`config.mk`:
```
export PLATFORM = sky130hd
export DESIGN_NAME = echo_lag_frontend
export DESIGN_NICKNAME = d
export VERILOG_FILES = /design/src/rtl/echo_pkg.sv /design/src/rtl/echo_lag_frontend_lag_ram.sv /design/src/rtl/echo_lag_frontend.sv
export SDC_FILE = /design/constraint.sdc
export NUM_CORES = 1
export LEC_CHECK = 0
export CAP_MARGIN = 20
export CORE_UTILIZATION = 55
export CTS_CLUSTER_SIZE = 28
export DETAILED_ROUTE_END_ITERATION = 12
export GPL_TIMING_DRIVEN = 1
export HOLD_SLACK_MARGIN = 0.08
export PLACE_DENSITY_LB_ADDON = 0.25
export SLEW_MARGIN = 20
export SYNTH_ARGS = -nofsm -noshare
export SYNTH_HDL_FRONTEND = slang
export SYNTH_SLANG_ARGS = --single-unit
```
`constraint.sdc`:
```
create_clock -name clk_operation -period 3.12 [get_ports clk_operation]
set_clock_uncertainty 0.2 [all_clocks]
set_input_delay 0.468 -clock clk_operation [delete_from_list [all_inputs] [get_ports clk_operation]]
set_output_delay 0.468 -clock clk_operation [all_outputs]
set_load 0.01 [all_outputs]
```
`src/rtl/echo_pkg.sv`:
```
// echo_pkg -- shared definitions for the echo lag front end.
// Holds the default sample width, sample-period counter width, the minimum
// effective sample period and the sequencing FSM state encoding.
package echo_pkg;

    // Default two's complement sample width.
    localparam int SIG_W_DEF = 16;

    // Width of the sample-period counter and the sampling_cycle input.
    localparam int CNT_W = 13;

    // Shortest period the sequencer accepts; CAPTURE..PUBLISH need 4 clocks
    // plus margin so a shrinking period can never cut a sequence short.
    localparam int MIN_CYCLE = 8;

    // Width of the optional saturating underrun statistic.
    localparam int STAT_W = 16;

    // Sequencer states. The RUN state is the idle gap between periods.
    typedef enum logic [2:0] {
        ST_IDLE    = 3'd0,
        ST_RUN     = 3'd1,
        ST_CAPTURE = 3'd2,
        ST_READ    = 3'd3,
        ST_PUBLISH = 3'd4
    } state_t;

    // Effective period length: sampling_cycle clamped from below.
    function automatic logic [CNT_W-1:0] eff_cycle(input logic [CNT_W-1:0] cyc);
        if (cyc < CNT_W'(MIN_CYCLE)) begin
            return CNT_W'(MIN_CYCLE);
        end
        return cyc;
    endfunction

endpackage

```
`src/rtl/echo_lag_frontend_lag_ram.sv`:
```
// lag_ram -- far-end delay line storage.
// Simple dual-port memory: one write port, one registered synchronous read
// port. Contents are deliberately not reset; the front end masks entries
// that were never written since reset.
module lag_ram #(
    parameter int DEPTH = 64,
    parameter int W     = 16,
    parameter int AW    = 6
) (
    input  logic          clk,
    input  logic          wr_en,
    input  logic [AW-1:0] wr_addr,
    input  logic [W-1:0]  wr_data,
    input  logic          rd_en,
    input  logic [AW-1:0] rd_addr,
    output logic [W-1:0]  rd_data
);

    logic [W-1:0] mem [DEPTH];

    // Write port and registered read port; read data appears one clock after rd_en.
    always_ff @(posedge clk) begin
        if (wr_en) begin
            mem[wr_addr] <= wr_data;
        end
        if (rd_en) begin
            rd_data <= mem[rd_addr];
        end
    end

endmodule

```
`src/rtl/echo_lag_frontend.sv`:
```
// echo_lag_frontend -- sample-period sequencer and far-end delay line.
//
// Each sample period (eff_cycle clocks) the sequencer walks
// RUN -> CAPTURE (count 1) -> READ (count 2) -> PUBLISH (count 3) -> RUN.
// CAPTURE takes the pair from the one-entry holding register (or reuses the
// previous pair and pulses underrun), writes the far sample to the delay
// line, READ fetches the far sample bulk_lag periods back, and PUBLISH
// updates sig16b / sig16b_lag together.
//
// Handshake (in_valid / in_ready): a pair transfers on a clock where both
// are high. in_ready is high only in RUN, READ and PUBLISH while the holding
// register is empty; it is low in IDLE, in CAPTURE (capture has priority, a
// waiting source simply transfers one clock later) and whenever the holding
// register is full, so a pair can never be overwritten.
//
// Optional feature: define ECHO_FRONTEND_STATS_EN to add the 16-bit
// saturating underrun_count output.
module echo_lag_frontend
    import echo_pkg::*;
#(
    parameter int LAG_DEPTH = 64,
    parameter int SIG_W     = SIG_W_DEF,
    localparam int AW       = $clog2(LAG_DEPTH)
) (
    input  logic             clk_operation,
    input  logic             rst_n,
    input  logic             enable,
    input  logic [CNT_W-1:0] sampling_cycle,
    input  logic [AW-1:0]    bulk_lag,
    input  logic             in_valid,
    output logic             in_ready,
    input  logic [SIG_W-1:0] near_in,
    input  logic [SIG_W-1:0] far_in,
    output logic [CNT_W-1:0] sampling_cycle_counter,
    output logic [SIG_W-1:0] sig16b,
    output logic [SIG_W-1:0] sig16b_lag,
    output logic             underrun
`ifdef ECHO_FRONTEND_STATS_EN
    ,
    output logic [STAT_W-1:0] underrun_count
`endif
);

    // Sequencer state; kept as a plain named signal so checkers can bind to it.
    state_t           state;

    logic [CNT_W-1:0] count;
    logic [CNT_W-1:0] eff_m1;
    logic             count_wrap;

    // One-entry holding register between the ADC handshake and CAPTURE.
    logic             hold_full;
    logic [SIG_W-1:0] hold_near;
    logic [SIG_W-1:0] hold_far;
    logic             xfer;

    // Pair used by the current period (reused on underrun).
    logic [SIG_W-1:0] cap_near;
    logic [SIG_W-1:0] cap_far;

    // Delay-line bookkeeping.
    logic [AW-1:0]    wr_ptr;
    logic [AW:0]      fill;
    logic [AW-1:0]    lag_s;
    logic             rd_zero;

    logic             ram_wr_en;
    logic [SIG_W-1:0] ram_wr_data;
    logic             ram_rd_en;
    logic [AW-1:0]    ram_rd_addr;
    logic [SIG_W-1:0] ram_rd_data;

    assign sampling_cycle_counter = count;

    // A shrink below the current count makes count_wrap true immediately.
    assign eff_m1     = eff_cycle(sampling_cycle) - CNT_W'(1);
    assign count_wrap = (count >= eff_m1);

    assign in_ready = ((state == ST_RUN) || (state == ST_READ) || (state == ST_PUBLISH))
                      && !hold_full;
    assign xfer     = in_valid && in_ready;

    // The write happens in CAPTURE with the pair being consumed, or the previous
    // far sample when the holding register is empty.
    assign ram_wr_en   = (state == ST_CAPTURE) && enable;
    assign ram_wr_data = hold_full ? hold_far : cap_far;

    // wr_ptr has already advanced past the CAPTURE write when READ issues.
    assign ram_rd_en   = (state == ST_READ);
    assign ram_rd_addr = wr_ptr - AW'(1) - lag_s;

    // Sample-period counter: runs outside IDLE, parked at zero otherwise.
    always_ff @(posedge clk_operation or negedge rst_n) begin
        if (!rst_n) begin
            count <= '0;
        end else if (!enable || (state == ST_IDLE)) begin
            count <= '0;
        end else if (count_wrap) begin
            count <= '0;
        end else begin
            count <= count + 1'b1;
        end
    end

    // Holding register: filled by the handshake, emptied by CAPTURE.
    always_ff @(posedge clk_operation or negedge rst_n) begin
        if (!rst_n) begin
            hold_full <= 1'b0;
            hold_near <= '0;
            hold_far  <= '0;
        end else if ((state == ST_CAPTURE) && enable && hold_full) begin
            hold_full <= 1'b0;
        end else if (xfer) begin
            hold_full <= 1'b1;
            hold_near <= near_in;
            hold_far  <= far_in;
        end
    end

    // Sequencer with registered outputs, delay-line pointers and capture pair.
    always_ff @(posedge clk_operation or negedge rst_n) begin
        if (!rst_n) begin
            state      <= ST_IDLE;
            underrun   <= 1'b0;
            sig16b     <= '0;
            sig16b_lag <= '0;
            cap_near   <= '0;
            cap_far    <= '0;
            wr_ptr     <= '0;
            fill       <= '0;
            lag_s      <= '0;
            rd_zero    <= 1'b1;
        end else begin
            underrun <= 1'b0;
            if (!enable) begin
                state <= ST_IDLE;
            end else begin
                case (state)
                    ST_IDLE: begin
                        state <= ST_RUN;
                    end
                    ST_RUN: begin
                        // Counter moves 0 -> 1 on this edge, so CAPTURE sits at count 1.
                        if (count == '0) begin
                            state <= ST_CAPTURE;
                        end
                    end
                    ST_CAPTURE: begin
                        state <= ST_READ;
                        if (hold_full) begin
                            cap_near <= hold_near;
                            cap_far  <= hold_far;
                        end else begin
                            underrun <= 1'b1;
                        end
                        wr_ptr <= wr_ptr + 1'b1;
                        if (fill != (AW+1)'(LAG_DEPTH)) begin
                            fill <= fill + 1'b1;
                        end
                        lag_s <= bulk_lag;
                    end
                    ST_READ: begin
                        state   <= ST_PUBLISH;
                        // Entry lag_s periods back was never written since reset.
                        rd_zero <= (fill <= {1'b0, lag_s});
                    end
                    ST_PUBLISH: begin
                        state      <= ST_RUN;
                        sig16b     <= rd_zero ? '0 : ram_rd_data;
                        sig16b_lag <= cap_near;
                    end
                    default: begin
                        state <= ST_IDLE;
                    end
                endcase
            end
        end
    end

`ifdef ECHO_FRONTEND_STATS_EN
    // Saturating count of underrun pulses since reset.
    always_ff @(posedge clk_operation or negedge rst_n) begin
        if (!rst_n) begin
            underrun_count <= '0;
        end else if (underrun && (underrun_count != {STAT_W{1'b1}})) begin
            underrun_count <= underrun_count + 1'b1;
        end
    end
`endif

    lag_ram #(
        .DEPTH (LAG_DEPTH),
        .W     (SIG_W),
        .AW    (AW)
    ) u_lag_ram (
        .clk     (clk_operation),
        .wr_en   (ram_wr_en),
        .wr_addr (wr_ptr),
        .wr_data (ram_wr_data),
        .rd_en   (ram_rd_en),
        .rd_addr (ram_rd_addr),
        .rd_data (ram_rd_data)
    );

endmodule

```
==> qor.yml <==
outcome: "finished with violations"
violations: "setup timing"
timing.rr.start: "lag_s[0]"
synth_compound_area_share_pct: 2.694
layout_setup_ws_ns: -0.6713
synth.most_common_cell: "edfxtp_1"
r2r_cells: 15
wire_per_inst_um: 28.78
critPathLaunchType: "flip-flop"
post-dp-hpwl_mm: 69.09
synthArstFlopShare_pct: 11.41
ant_nets: 0
dr.pass1.iters: 7
synth_top_cell_by_area: "edfxtp_1"
clk_latency_ns: 0.68
num_rows: 106
synth-edff-count: 1040
maxSlewViolCount: 0
clockBufferDepth: 3
core_region_area_mm2: 0.08369
place_area_mm2: 0.05182
track_usage_pct: 27.69
place.gp.congestion: 0.8939
diodes: 0
cp_max_fo: 8
endpoint_kind: "flip-flop"
port_buffers: 101
ys.warnings.count: 0
grt_pass1_wl_mm: 171.9
grt-ovfl-total: 0
clk_pin_slew_ns: 0.06
maxCapViolCount: 0
drive_gt1_share_pct: 34.81
num_vias: 25538
postSynthAreaPerCell_um2: 19.19
cts_tree: "done"
period_minus_slack_ns: 3.791
path_class: "reg -> reg"
start_util_pct: 55.55
synth_xor_xnor_area_share_pct: 0.6594
max_slew_margin_pct: 30.31
multi_input_area_mm2: 0.01259
htree_levels: 3
synth_nets: 2508
cts_root_buf: "clkbuf_16"
syn_area_mm2: 0.04649
fin_setup_tns_ns: -12.56
dieWidth_um: 292.7
yosysUniqueCellTypes: 48
cp.required_ns: 3.34
die_area_mm2: 0.08569
grt_pass1_vias: 25843
routed_via_density: 6.244
regArea_mm2: 0.03458
n_fill_cell: 5037
whs_ns: 0.1205
synth.area.top_cells: "edfxtp_1 67%, mux4_2 12%, dfrtp_1 7.2%, mux2_2 2.0%, nand2_1 1.8%"
fin_nets: 2944
tightest_slew_ns: 1.045
cp_data_arrival_time_ns: 4.01
final_area_mm2: 0.05759
synth-seq-area-share_pct: 74.39
die_h_um: 292.7
hold_violations: 0
numCtsBuffers: 115
hold_path_class: "in -> async"
grt_max_degree: 66
areaGrowthSynthToFinish_pct: 23.87
synth_seq_cells: 1174
drc: 0
synth_top_area_share_pct: 67.18
synth.area.mux_share_pct: 15.44
syn_inst: 2422
synth_fa_ha_area_share_pct: 0.8505
first_iter_violations: 2895
synth_common_cells: "1,040 x edfxtp_1, 256 x mux4_2, 223 x nand2_1"
io-pin-count: 102
synth_top_family_by_area: "multiplexers"
ys.flop_type: "edfxtp_1"
fmax_ghz: 0.2638
antenna_found_initial: 3
clock_sinks: 1174
setup_violations: 29
crit_path_start: "lag_s[0]"
period_share_pct: 121.5
drt-total-wl_mm: 117.7
synth_simple_gate_area_share_pct: 4.476
rsz0062_at_grt: "yes"
-- registers in the layout, summed over array words and instances (netlist names) --
signal,flops
rd_zero,1
wr_ptr,6
fill,7
state,3
cap_near,16
u_lag_ram.mem,1024
underrun,1
cap_far,16
hold_far,16
lag_s,6
u_lag_ram.rd_data,16
sig16b_lag,16
sig16b,16
hold_full,1
sampling_cycle_counter,13
hold_near,16
-- cell families after synthesis --
| kind of cell | Yosys count |
|---|---|
| AO/OA/AOI/OAI | 179 |
| XOR/XNOR | 35 |
| adder cells (fa/ha/maj) | 31 |
| buffers and inverters | 156 |
| flip-flops | 1174 |
| multiplexers | 387 |
| AND/OR/NAND/NOR | 460 |
-- placed cells by master, fill, tap and decap left out, types with 8 or more instances in the layout --
cell type        instances
edfxtp_1              1040
mux4_2                 256
buf_4                  248
nand2_1                220
dfrtp_1                133
clkbuf_16              120
clkdlybuf4s50_1         96
buf_12                  85
mux2_2                  82
nor2_1                  81
mux2i_1                 47
a31oi_1                 45
a2111oi_4               42
and2_1                  34
clkinv_2                30
o21ai_0                 28
ha_1                    28
nand2b_1                20
xnor2_1                 19
a2111oi_2               18
and2_4                  17
bufinv_16               17
clkbuf_1                16
inv_1                   15
a31oi_2                 15
nand3_1                 14
buf_6                   14
and2_0                  13
clkinv_1                12
xor2_1                  11
nor2_2                   8
-- area by class of cell --
type / count / share of cell area (%)
sequential: 1174 / 60.06
multi-input combinational: 1093 / 21.86
timing repair buffer: 457 / 8.591
clock buffer: 140 / 5.414
tap: 1134 / 2.464
clock inverter: 75 / 1.499
inverter: 17 / 0.1108
-- stage by stage --
step	worst slack [ns]	cells	utilization [%]
after floorplan	-0.6775	2422	-
after global placement	-1.546	3839	61.92
after detailed placement	-1.521	3839	61.92
after CTS	-0.7155	4095	68.57
after global routing	-0.7584	4090	68.81
final	-0.6713	4090	68.81
-- final timing paths --
kind                                     endpoint  slack, ns
setup / recovery            u_lag_ram.rd_data[11]      -0.67
hold / removal                        cap_near[5]       0.12
setup reg to reg            u_lag_ram.rd_data[11]      -0.67
hold reg to reg                       cap_far[12]       0.27
max in group asynchronous                lag_s[5]       1.76
min in group clk_operation               lag_s[1]       0.18
-- worst max-delay path: stages, from the launching register on --
cell and delay [ns]:
dfrtp_1 0.38, inv_2 0.08, ha_4 0.13, inv_2 0.03, fa_4 0.76, buf_12 0.17
buf_16 0.14, buf_12 0.11, mux4_2 0.32, and2_4 0.17, a2111oi_4 0.31, buf_4 0.19
a31oi_1 0.05, mux2i_1 0.23, buf_4 0.18, mux2i_1 0.06
-- timing repair --
item	in CTS	in global routing
gates cloned	10	0
hold buffers	1	0
gates resized for setup	257	55
setup buffers	37	2
hold endpoints to repair	115	0
endpoints found under the setup margin	29	29
pin swaps	57	36
-- layer usage --
| layer | global-route usage [%] | wire length (um) | vias to the layer above | share of wire (%) |
|---|---|---|---|---|
| met4 | 10.93 | 5043 | 4 | 4.3 |
| met1 | 39.05 | 46420 | 13317 | 39 |
| met3 | 4.712 | 10340 | 232 | 8.8 |
| li1 | - | - | 10613 | - |
| met2 | 43.64 | 55860 | 1372 | 47 |
| met5 | 0 | 17 | - | 0.014 |
Power is left out: the tool's default activity adds up to more than one toggle a clock period on the data nets, which glitch-free logic cannot reach.
